## src/rtl/bidir_piso_tx.sv

```systemverilog
// bidir_piso_tx: parallel-in, serial-out transmitter with bit order selectable per word.
// A word is loaded through a valid/ready handshake. It is then sent one bit per clock
// on sout, framed by sout_valid and sout_last.
// Optional feature macro: BIDIR_PISO_PARITY_EN appends an even-parity bit to each frame.
module bidir_piso_tx #(
  parameter int WIDTH = 4,
  parameter int CNT_W = $clog2(WIDTH + 2)
) (
  input  logic             clk,
  input  logic             rst_n,
  input  logic             load_valid,
  output logic             load_ready,
  input  logic [WIDTH-1:0] data_in,
  input  logic             dir,
  output logic             sout,
  output logic             sout_valid,
  output logic             sout_last,
  output logic             busy
);

`ifdef BIDIR_PISO_PARITY_EN
  localparam int FRAME_LEN = WIDTH + 1;
`else
  localparam int FRAME_LEN = WIDTH;
`endif

  typedef enum logic {IDLE, SHIFT} state_t;

  state_t           state, state_nxt;
  logic [WIDTH-1:0] shreg;
  logic [CNT_W-1:0] bit_cnt;
  logic             dir_q;
  logic             accept;
  logic             last_bit;
`ifdef BIDIR_PISO_PARITY_EN
  logic             par_q;
`endif

  // last_bit depends only on registers, so load_ready -> accept forms no combinational loop
  assign last_bit = (state == SHIFT) && (bit_cnt == CNT_W'(FRAME_LEN - 1));
  assign accept   = load_valid && load_ready;

  // State register
  always_ff @(posedge clk or negedge rst_n) begin
    if (!rst_n) state <= IDLE;
    else        state <= state_nxt;
  end

  // Next state: stay in SHIFT when a new word is taken in the last-bit cycle
  always_comb begin
    state_nxt = state;
    unique case (state)
      IDLE:  if (accept) state_nxt = SHIFT;
      SHIFT: if (last_bit && !accept) state_nxt = IDLE;
      default: state_nxt = IDLE;
    endcase
  end

  // Outputs are driven from registered state, so sout changes only on clock or reset
  always_comb begin
    load_ready = (state == IDLE) || last_bit;
    busy       = (state == SHIFT);
    sout_valid = (state == SHIFT);
    sout_last  = last_bit;
    sout       = 1'b0;
    if (state == SHIFT) begin
      sout = dir_q ? shreg[0] : shreg[WIDTH-1];
`ifdef BIDIR_PISO_PARITY_EN
      // The parity bit goes last for either bit order
      if (bit_cnt == CNT_W'(WIDTH)) sout = par_q;
`endif
    end
  end

  // Datapath: capture the word on accept, otherwise shift toward the emitting end
  always_ff @(posedge clk or negedge rst_n) begin
    if (!rst_n) begin
      shreg   <= '0;
      bit_cnt <= '0;
      dir_q   <= 1'b0;
`ifdef BIDIR_PISO_PARITY_EN
      par_q   <= 1'b0;
`endif
    end else if (accept) begin
      shreg   <= data_in;
      dir_q   <= dir;
      bit_cnt <= '0;
`ifdef BIDIR_PISO_PARITY_EN
      par_q   <= ^data_in;
`endif
    end else if (state == SHIFT) begin
      shreg   <= dir_q ? {1'b0, shreg[WIDTH-1:1]} : {shreg[WIDTH-2:0], 1'b0};
      bit_cnt <= bit_cnt + 1'b1;
    end
  end

endmodule
```

## config.mk

```make
export PLATFORM = sky130hd
export DESIGN_NAME = bidir_piso_tx
export DESIGN_NICKNAME = d
export VERILOG_FILES = /design/src/rtl/bidir_piso_tx.sv
export SDC_FILE = /design/constraint.sdc
export NUM_CORES = 1
export LEC_CHECK = 0
export CORE_AREA = 2 2 39 41
export CTS_BUF_LIST = sky130_fd_sc_hd__clkbuf_16
export DETAILED_ROUTE_END_ITERATION = 10
export DIE_AREA = 0 0 41 43
export PLACE_DENSITY_LB_ADDON = 0.25
export SETUP_SLACK_MARGIN = 0.3
export SLEW_MARGIN = 20
export SYNTH_ARGS = -nofsm -noshare
export SYNTH_HDL_FRONTEND = slang
export SYNTH_SLANG_ARGS = --single-unit
```

## constraint.sdc

```tcl
create_clock -name clk -period 2.79 [get_ports clk]
set_input_delay 0.558 -clock clk [delete_from_list [all_inputs] [get_ports clk]]
set_output_delay 0.558 -clock clk [all_outputs]
set_load 0.01 [all_outputs]
```

---- Word level (Yosys, flattened, before mapping) ----
Index checks and enable logic that the tools add are counted.
operators by class
  add/sub/neg operators ................... 1
  multiply operators ...................... 0
  divide/modulo/power cells ............... 0
  magnitude comparators ................... 0
  equality and inequality tests ........... 1
  shifts and indexed selects .............. 0
  mux-type cells .......................... 10
  bitwise operators ....................... 1
  reductions and logical operators ........ 6
operator list
  operator               number
  $mux W4                3
  $mux W3                2
  $mux W1                4
  $add A3 B1 Y3 const B  1
  $eq A3 B2 Y1 const B   1
  $logic_and A1 B1 Y1    3
  $pmux W1 S2            1
  $reduce_bool A2 Y1     1
  $logic_not A1 Y1       1
  $logic_or A1 B1 Y1     1
  $not A1 Y1             1
storage, ports and cells
  bits in registers ....................... 9
  bits in latches ......................... 0
  memory bits (writable) .................. 0
  ROM bits ................................ 0
  input port bits ......................... 8
  output and inout port bits .............. 5
  logic and storage cells ................. 23
  memories kept ........................... 0

---- Logic depth before layout (Yosys ltp) ----
  depth in word-level cells ............... 8
  gate-level depth with buffers ........... 6
  mapped depth without buffers ............ 5

---- Least setup slack after synthesis ----
OpenSTA, ideal clock, no wires.
  path type ............................... register to output
  start ................................... register bit_cnt[0]
  end ..................................... output sout_last
  arrival time ............................ 1047 ps
  required time ........................... 2232 ps
  path slack .............................. 1185 ps
  cell stages (with the launch flop) ...... 5
  path buffers ............................ 1
  cell sequence ........................... dfrtp_1 > ha_1 > ha_1 > buf_6 > and2_1
on the way
  cells in the longest elaborated chain, start to end .. 2
ends and longest elaborated chain
  what                      RTL line  text
  start: declaration        31        logic [CNT_W-1:0] bit_cnt;
  start signal: assignment  93        bit_cnt <= bit_cnt + 1'b1;
  $eq A3 B2 Y1              40        assign last_bit = (state == SHIFT) && (bit_cnt == CNT_W'(FRAME_LEN - 1));
  $logic_and A1 B1 Y1       40
  end: declaration          17        output logic sout_last,
No other way between the ends.

---- Worst setup path in the final report ----
  start ................................... register bit_cnt[0]
  end ..................................... output load_ready
on the way
  cells in the longest elaborated chain, start to end .. 3
ends and longest elaborated chain
  what                 RTL line  text
  $eq A3 B2 Y1         40
  $logic_and A1 B1 Y1  40
  $logic_or A1 B1 Y1   61        load_ready = (state == IDLE) || last_bit;
  end: declaration     12        output logic load_ready,
No other way between the ends.

==> results.toml <==
[layout]
finalInstanceArea_sq_um = 738.2
area_growth_pct = 30.53
nFillCells = 133
nets = 74
n_antenna_cell = 0
drive_above_1_share_pct = 19.05

[timing]
fin_crit_sh_pct = 81.76
finalHoldViolCount = 0
finalSetupViolations = 0
finalSetupTns_ns = 0
worstMarginPinSlew_ns = 0.5578
period_needed_ns = 2.281
slew_headroom_pct = 62.70
fin_skew_ns = 0.0009499
rsz0062_at_grt = "no"
final.setup.worst_slack_ns = 0.5088
hold_ws_ns = 0.5024
drv_slew = 0
fmax_mhz = 438.4

[route]
initialDrtViolationCount = 2
vias_per_cell = 5.190
num_vias = 410
route.met3.wl_microns = 52
drc = 0
wl_met1_microns = 498
post_drt_wl_per_cell_microns = 13.11
ant_nets = 0
dr.pass1.iters = 2
top_layer_used = "met4"
routed_wl_mm = 1.036
wl_met2_microns = 472

[placement]
gp_congestion = 0.7653
port_buffers = 12
placed_area_sq_um = 656.9
dp_slack_ns = 0.6506
dpl.hpwl_microns = 688.1

[global_route]
grt_max_degree = 16
grt_pass1_vias = 393
grt_pass1_wl_mm = 1.794
grtUsageTotal_pct = 15.50
grt-ovfl-total = 0
antenna_found_initial = 0

[cts]
cts_resized = 0
cts.sinks = 9
cts_max_path_buffers = 2
cts_tree = "built"
clk_latency_ns = 0.23
hold_buffers = 0
cts-root-buf = "clkbuf_16"
htree_levels = 1
cts_buffers = 3
cts_setup_buffers = 0
path_clk_slew_ns = 0.04

[synthesis]
ys_ff_latch = 9
syn_area_sq_um = 565.5
post_synth.cell_area_avg_sq_um = 10.88
synth.distinct_cells = 24
synth_area_leaders = "dfrtp_1 (40%), mux2_2 (8.0%), buf_6 (6.0%)"
synth_most_common_cell = "dfrtp_1"
yosysSeqAreaShare_pct = 39.82
ys_warn_count = 0
synthesis.nets = 62
yosys-top-cells-count = "dfrtp_1 (9), inv_1 (4), mux2_2 (4)"
synth_edf_count = 0
netlist.area_leader.share_pct = 39.82
synthFlopType = "dfrtp_1"
synth_cells = 52
async_flop_share_pct = 100.0
synth_top_cell_by_area = "dfrtp_1"

[flow_run]
drv_cap = 0

[setup_path]
start_kind = "flip-flop"
end_kind = "output port"
critPathKind = "flip-flop to output port"
cp_data_arrival_time_ns = 1.72
crit_fanout = 10
crit_required_ns = 2.23

[floorplanning]
die-area_sq_mm = 0.001763
io-pin-count = 13
die_x_microns = 41
core_sq_mm = 0.001384
die_y_microns = 43
initial_core_util_pct = 40.87
fp-row-count = 14

[pwr]
ir_worst_vdd_uv = 808.9
p_per_area_mw_per_mm2 = 1204
p_leak_nw = 0.3291
power_w = 0.0008891

[run_status]
status = "complete, no violations"

[hold_path]
min_path_type = "flip-flop to flip-flop"
report_power, final:
| part | switching (W) | internal, W |
|---|---|---|
| clock | 0.0000618 | 0.000187 |
| sequential | 0.0000671 | 0.000197 |
| combinational | 0.000144 | 0.000232 |
| total | 0.000273 | 0.000616 |
per-stage QoR:
step	instances	util [%]
3_3_place_gp	75	47.47
2_1_floorplan	52	-
3_5_place_dp	75	47.47
5_1_grt	79	53.35
4_1_cts	79	53.16
6_report	79	53.35
critical path, cell delays in order, from the launching register on:
cell and delay [ns]:
dfrtp_1 0.36, ha_1 0.16, ha_2 0.27, nand2b_4 0.17, clkdlybuf4s50_1 0.54
kinds of logic after synthesis:
group           share of synthesized area, %
mux                                    16.37
compound gates                         16.81
fa+ha+maj                              4.424
simple gates                           11.29
flops                                  39.82
buf+inv                                11.28
cell type report:
| cell class | count | area [sq um] | area share (%) |
|---|---|---|---|
| multi-input combinational | 34 | 279.0 | 37.80 |
| clock buffer | 3 | 75.07 | 10.17 |
| tap | 16 | 20.02 | 2.712 |
| inverter | 4 | 15.01 | 2.034 |
| timing repair buffer | 12 | 120.1 | 16.27 |
| sequential | 9 | 225.2 | 30.51 |
| clock inverter | 1 | 3.754 | 0.5085 |
final timing paths:
| check | start | depth (start not counted) | end | slack, ns |
|---|---|---|---|---|
| setup / recovery | bit_cnt[0] | 4 | load_ready | 0.51 |
| hold / removal | bit_cnt[1] | 1 | bit_cnt[1] | 0.50 |
| setup reg to reg | bit_cnt[0] | 5 | dir_q | 1.28 |
| hold reg to reg | bit_cnt[1] | 1 | bit_cnt[1] | 0.50 |
| max in group asynchronous | rst_n | 1 | shreg[1] | 1.86 |
| min in group asynchronous | rst_n | 1 | shreg[2] | 0.63 |
layout by cell type (no fill, tap or decap), drive strengths merged:
cell / instances
nor2b: 1
o22ai: 3
a21oi: 3
a31oi: 3
ha: 2
clkbuf: 3
o21ai: 1
nand2: 2
a32o: 1
mux2: 7
nand2b: 2
a22o: 2
nor2: 2
dfrtp: 9
nand3b: 1
mux2i: 1
and2b: 1
and2: 1
a21bo: 1
inv: 5
clkdlybuf4s50: 12
flip-flops by register name, summed over array words and instances (netlist names):
register  count
shreg         4
bit_cnt       3
busy          1
dir_q         1
layer usage:
metal / GRT usage [%] / up-vias
met5: 0 / -
met4: 8.000 / 0
met3: 6.283 / 2
met2: 20.31 / 8
met1: 21.19 / 189
li1: - / 211
Power figures use the tool's default switching activity.
